[src/rtl/mul_add_driver.sv]
// Operand sequencer and result checker for a pipelined multiply-accumulate datapath.
// Optional LFSR operand source is enabled by defining MUL_ADD_DRIVER_LFSR_EN.
module mul_add_driver #(
  parameter int unsigned        p_nbits       = 32,
  parameter int unsigned        p_depth       = 8,
  parameter int unsigned        p_latency     = 2,
  parameter logic [p_nbits-1:0] p_reset_value = '0
) (
  input  logic                       i_clk,
  input  logic                       i_reset,
  input  logic                       i_wr_en,
  input  logic [$clog2(p_depth)-1:0] i_wr_addr,
  input  logic [p_nbits-1:0]         i_wr_a,
  input  logic [p_nbits-1:0]         i_wr_b,
  input  logic [$clog2(p_depth):0]   i_len,
  input  logic                       i_start,
  input  logic                       i_step,
`ifdef MUL_ADD_DRIVER_LFSR_EN
  input  logic                       i_lfsr_mode,
`endif
  output logic [p_nbits-1:0]         o_a,
  output logic [p_nbits-1:0]         o_b,
  input  logic [p_nbits-1:0]         i_dut_out,
  output logic [p_nbits-1:0]         o_exp_out,
  output logic                       o_busy,
  output logic                       o_done,
  output logic                       o_err,
  output logic [7:0]                 o_err_count
);

  localparam int unsigned c_aw = $clog2(p_depth);
  localparam int unsigned c_lw = c_aw + 1;

  typedef enum logic [1:0] {StIdle, StRun, StDrain, StDone} state_t;

  state_t             r_state, w_state_d;
  logic [p_nbits-1:0] r_tab_a [p_depth];
  logic [p_nbits-1:0] r_tab_b [p_depth];
  logic [c_lw-1:0]    r_len, r_issue_cnt, r_cmp_cnt, w_len_clamped;
  logic [p_nbits-1:0] r_acc, r_a, r_b, r_exp;
  logic [p_nbits-1:0] r_dly [p_latency];
  logic [p_latency-1:0] r_dly_v;
  logic               r_err;
  logic [7:0]         r_err_count;
  logic [p_nbits-1:0] w_op_a, w_op_b, w_acc_next;
  logic [2*p_nbits-1:0] w_prod;
  logic               w_issue, w_adv, w_cmp;

`ifdef MUL_ADD_DRIVER_LFSR_EN
  logic               r_lfsr_mode;
  logic [p_nbits-1:0] r_lfsr_a, r_lfsr_b;
  logic               w_fb_a, w_fb_b;
  assign w_fb_a = r_lfsr_a[p_nbits-1] ^ r_lfsr_a[p_nbits-2];
  assign w_fb_b = r_lfsr_b[p_nbits-1] ^ r_lfsr_b[p_nbits-2];
  assign w_op_a = r_lfsr_mode ? r_lfsr_a : r_tab_a[r_issue_cnt[c_aw-1:0]];
  assign w_op_b = r_lfsr_mode ? r_lfsr_b : r_tab_b[r_issue_cnt[c_aw-1:0]];
`else
  assign w_op_a = r_tab_a[r_issue_cnt[c_aw-1:0]];
  assign w_op_b = r_tab_b[r_issue_cnt[c_aw-1:0]];
`endif

  assign w_len_clamped = (i_len > c_lw'(p_depth)) ? c_lw'(p_depth) : i_len;
  // Full-width product, truncated: only the low half can affect the mod-2^n sum.
  assign w_prod     = {{p_nbits{1'b0}}, w_op_a} * {{p_nbits{1'b0}}, w_op_b};
  assign w_acc_next = r_acc + w_prod[p_nbits-1:0];
  assign w_issue    = i_step && (r_state == StRun);
  assign w_adv      = i_step && (r_state == StRun || r_state == StDrain);
  assign w_cmp      = w_adv && r_dly_v[p_latency-1];

  always_comb begin
    w_state_d = r_state;
    unique case (r_state)
      StIdle:  if (i_start) w_state_d = (w_len_clamped == '0) ? StDone : StRun;
      StRun:   if (w_issue && r_issue_cnt == r_len - c_lw'(1)) w_state_d = StDrain;
      StDrain: if (w_cmp && r_cmp_cnt == r_len - c_lw'(1)) w_state_d = StDone;
      StDone:  w_state_d = StIdle;
    endcase
  end

  // Table is deliberately left out of reset so contents survive an abort.
  always_ff @(posedge i_clk) begin
    if (!i_reset && i_wr_en && r_state == StIdle) begin
      r_tab_a[i_wr_addr] <= i_wr_a;
      r_tab_b[i_wr_addr] <= i_wr_b;
    end
  end

  always_ff @(posedge i_clk) begin
    if (i_reset) begin
      r_state     <= StIdle;
      r_len       <= '0;
      r_issue_cnt <= '0;
      r_cmp_cnt   <= '0;
      r_acc       <= '0;
      r_a         <= p_reset_value;
      r_b         <= p_reset_value;
      r_exp       <= p_reset_value;
      r_dly_v     <= '0;
      for (int i = 0; i < p_latency; i++) r_dly[i] <= '0;
      r_err       <= 1'b0;
      r_err_count <= '0;
`ifdef MUL_ADD_DRIVER_LFSR_EN
      r_lfsr_mode <= 1'b0;
      r_lfsr_a    <= p_nbits'(1);
      r_lfsr_b    <= p_nbits'(2);
`endif
    end else begin
      r_state <= w_state_d;
      if (r_state == StIdle && i_start) begin
        r_len       <= w_len_clamped;
        r_issue_cnt <= '0;
        r_cmp_cnt   <= '0;
        r_acc       <= '0;
        r_dly_v     <= '0;
        r_err       <= 1'b0;
        r_err_count <= '0;
`ifdef MUL_ADD_DRIVER_LFSR_EN
        r_lfsr_mode <= i_lfsr_mode;
        r_lfsr_a    <= p_nbits'(1);
        r_lfsr_b    <= p_nbits'(2);
`endif
      end
      if (w_issue) begin
        r_a         <= w_op_a;
        r_b         <= w_op_b;
        r_acc       <= w_acc_next;
        r_issue_cnt <= r_issue_cnt + c_lw'(1);
`ifdef MUL_ADD_DRIVER_LFSR_EN
        r_lfsr_a    <= {r_lfsr_a[p_nbits-2:0], w_fb_a};
        r_lfsr_b    <= {r_lfsr_b[p_nbits-2:0], w_fb_b};
`endif
      end
      if (w_adv) begin
        r_dly[0]   <= w_acc_next;
        r_dly_v[0] <= w_issue;
        for (int i = 1; i < p_latency; i++) begin
          r_dly[i]   <= r_dly[i-1];
          r_dly_v[i] <= r_dly_v[i-1];
        end
      end
      if (w_cmp) begin
        r_exp     <= r_dly[p_latency-1];
        r_cmp_cnt <= r_cmp_cnt + c_lw'(1);
        if (i_dut_out != r_dly[p_latency-1]) begin
          r_err <= 1'b1;
          if (r_err_count != 8'hFF) r_err_count <= r_err_count + 8'd1;
        end
      end
    end
  end

  assign o_a         = r_a;
  assign o_b         = r_b;
  assign o_exp_out   = r_exp;
  assign o_busy      = (r_state == StRun) || (r_state == StDrain);
  assign o_done      = (r_state == StDone);
  assign o_err       = r_err;
  assign o_err_count = r_err_count;

endmodule

[config.mk]
export PLATFORM = sky130hd
export DESIGN_NAME = mul_add_driver
export DESIGN_NICKNAME = d
export VERILOG_FILES = /design/src/rtl/mul_add_driver.sv
export SDC_FILE = /design/constraint.sdc
export NUM_CORES = 2
export LEC_CHECK = 0
export CORE_MARGIN = 2
export CORE_UTILIZATION = 60
export CTS_CLUSTER_SIZE = 16
export DETAILED_ROUTE_END_ITERATION = 12
export GPL_TIMING_DRIVEN = 0
export PLACE_DENSITY_LB_ADDON = 0.15
export RECOVER_POWER = 100
export SLEW_MARGIN = 20
export SYNTH_ARGS = -nofsm -noshare
export SYNTH_HDL_FRONTEND = slang
export SYNTH_SLANG_ARGS = --single-unit
[constraint.sdc]
create_clock -name i_clk -period 11.4 [get_ports i_clk]
set_input_delay 1.71 -clock i_clk [delete_from_list [all_inputs] [get_ports i_clk]]
set_output_delay 1.71 -clock i_clk [all_outputs]
set_load 0.005 [all_outputs]
==> qor.csv <==
metric,value,unit
run_status,finished with violations,
violations,"capacitance limit, slew limit",
drv_cap,3,
fin_nets,4454,
dpl.hpwl,97.8,mm
cts_sinks,732,
synth.most_common_cell,edfxtp_1,
track_usage,0.350,
synth_nets,4118,
ios,215,
post_cts_buffers,0,
slew_headroom,-0.864,
grt_pass1_vias,30384,
worst-setup-path-type,reg -> reg,
clockBufferDepth,3,
coreArea,0.0727,mm²
synth.area.top_cells,"edfxtp_1 39%, fa_1 20%, dfxtp_1 7.1%",
critPathMostFrequentCell,fa_1,
port_buffers,212,
synth_cell_type_count,60,
critical_path_arrival,11.61,ns
synth-async-reset-ratio,0,
globalRoute.totalOverflow,0,
routed_wl,127,mm
clk_latency,0.67,ns
antenna_found_initial,10,
syn_area,0.0439,mm²
die_y,275,µm
maxSlewViolCount,91,
place_inst,4657,
synth_seq_cells,732,
synth-main-ff-cell,edfxtp_1,
wl_per_cell,26.5,µm
yosysSeqAreaShare,0.465,
place_area,0.0481,mm²
grt_pass1_wl,190,mm
yosys-top-cells-count,"576 x edfxtp_1, 481 x nor2_1, 450 x inv_1, 438 x fa_1, 187 x nand2_1",
finalCritPeriodShare,0.982,
layout-drive-gt1-share,0.115,
skew,0.0598,ns
die_w,275,µm
path_max_fanout,10,
cts_max_level,3,
synthDominantAreaCellType,edfxtp_1,
required,11.81,ns
die_area,0.0754,mm²
viasPerCell,5.96,
drt_iter0_drc,2711,
cpMaxStageDelayCell,mux2i_1,
grt_setup_unrepaired,no,
row_count,99,
yosysTopAreaCellShare,0.394,
synthesis.instances,3439,
start_util,0.604,
hold_viol,0,
yosys_warnings,0,
ant_nets,0,
synthToLayoutAreaGrowth,14.5,%
fin_util,0.691,
root_buffer,clkbuf_16,
cts_resized,15,
worst_setup_path_end_kind,flip-flop,
slowest_delay,0.97,ns
instances_no_fill,4803,
clkTransAtPathRegs,0.06,ns
numCtsBuffers,76,
cts_tree,done,
fmax,89.3,MHz
path_buf_inv,12,
design_area,0.0503,mm²
firstDrtPassIters,5,
setup_viol,0,
synth.avg_cell_area,12.8,µm²
hold_class,reg -> reg,
critPathLaunchType,flip-flop,
vias,28631,
gp_congestion,0.975,
worstMarginPinSlew,2.80,ns
tns,0,ns
critPathTopFamily,adder cells,
cts_hold_buf,0,
grt_max_degree,56,
drc_errors,0,
min_period,11.20,ns
synth-edff-count,576,
final timing paths:
check                                  from                         end  slack, ns  depth (start not counted)
hold / removal    o_exp_out[4]$_SDFFE_PP0P_   o_exp_out[4]$_SDFFE_PP0P_       0.45                          2
setup reg to reg                  flip-flop  r_dly[0][30]$_SDFFCE_PN0P_       0.20                         33
setup / recovery                  flip-flop  r_dly[0][30]$_SDFFCE_PN0P_       0.20                         33
hold reg to reg   o_exp_out[4]$_SDFFE_PP0P_   o_exp_out[4]$_SDFFE_PP0P_       0.45                          2
sequential cells by signal, indices dropped and copies added (netlist names), 8 cells and up, named ones only:
name         flops
r_tab_a        256
r_tab_b        256
o_b             32
o_err_count      8
o_exp_out       32
r_acc           32
r_dly           64
o_a             32
worst reg2reg max path, delay by kind of cell (launching register included):
family | cells | cell delay [ns]
compound gates | 9 | 1.84
fa+ha+maj | 9 | 3.84
buf+inv | 12 | 3.48
flops | 1 | 0.40
mux | 1 | 0.98
simple gates | 2 | 0.43
cell usage in the layout, fill, tap and decap left out, types with 92 or more instances in the layout:
master and count:
fa_1 438, dlygate4sd3_1 173, dfxtp_1 156, mux4_2 126
inv_1 450, nand2_1 187, edfxtp_1 576, nor2_1 481
clkbuf_1 171, ha_1 133, a21oi_1 92
routing by layer:
metal / vias up / GRT usage / routed length (µm)
li1: 12153 / - / -
met1: 14727 / 0.439 / 46500
met2: 1367 / 0.582 / 63100
met3: 378 / 0.0666 / 9990
met4: 6 / 0.183 / 7570
met5: - / 0 / 30
through the flow:
step	hold WS (ns)	worst slack, ns
global placement	0.445	-0.915
global route	0.471	0.00171
finish	0.451	0.203
CTS	0.455	0.0549
detailed placement	0.447	-0.843
floorplan	0.444	2.04
layout make-up:
| type | instances | area (µm²) |
|---|---|---|
| fillers | 5158 | 22400 |
| inverters | 450 | 1690 |
| repair buffers | 259 | 2350 |
| well taps | 959 | 1200 |
| flip-flops and latches | 732 | 20400 |
| plain buffers | 166 | 788 |
| multi-input cells | 2090 | 21100 |
| clock inverters | 48 | 667 |
| diodes | 7 | 17.5 |
| clock buffers | 92 | 1990 |
kinds of logic after synthesis:
| family | Yosys count | synth area share |
|---|---|---|
| AOI/OAI and AO/OA | 245 | 0.0350 |
| xor gates and xnor gates | 127 | 0.0261 |
| adders and majority gates | 571 | 0.238 |
| buffers and inverters | 617 | 0.0559 |
| DFF | 732 | 0.465 |
| muxes | 210 | 0.0853 |
| and+or+nand+nor | 937 | 0.0948 |
Power is left out: the tool's default activity adds up to more than one toggle a clock period on the data nets, which glitch-free logic cannot reach.
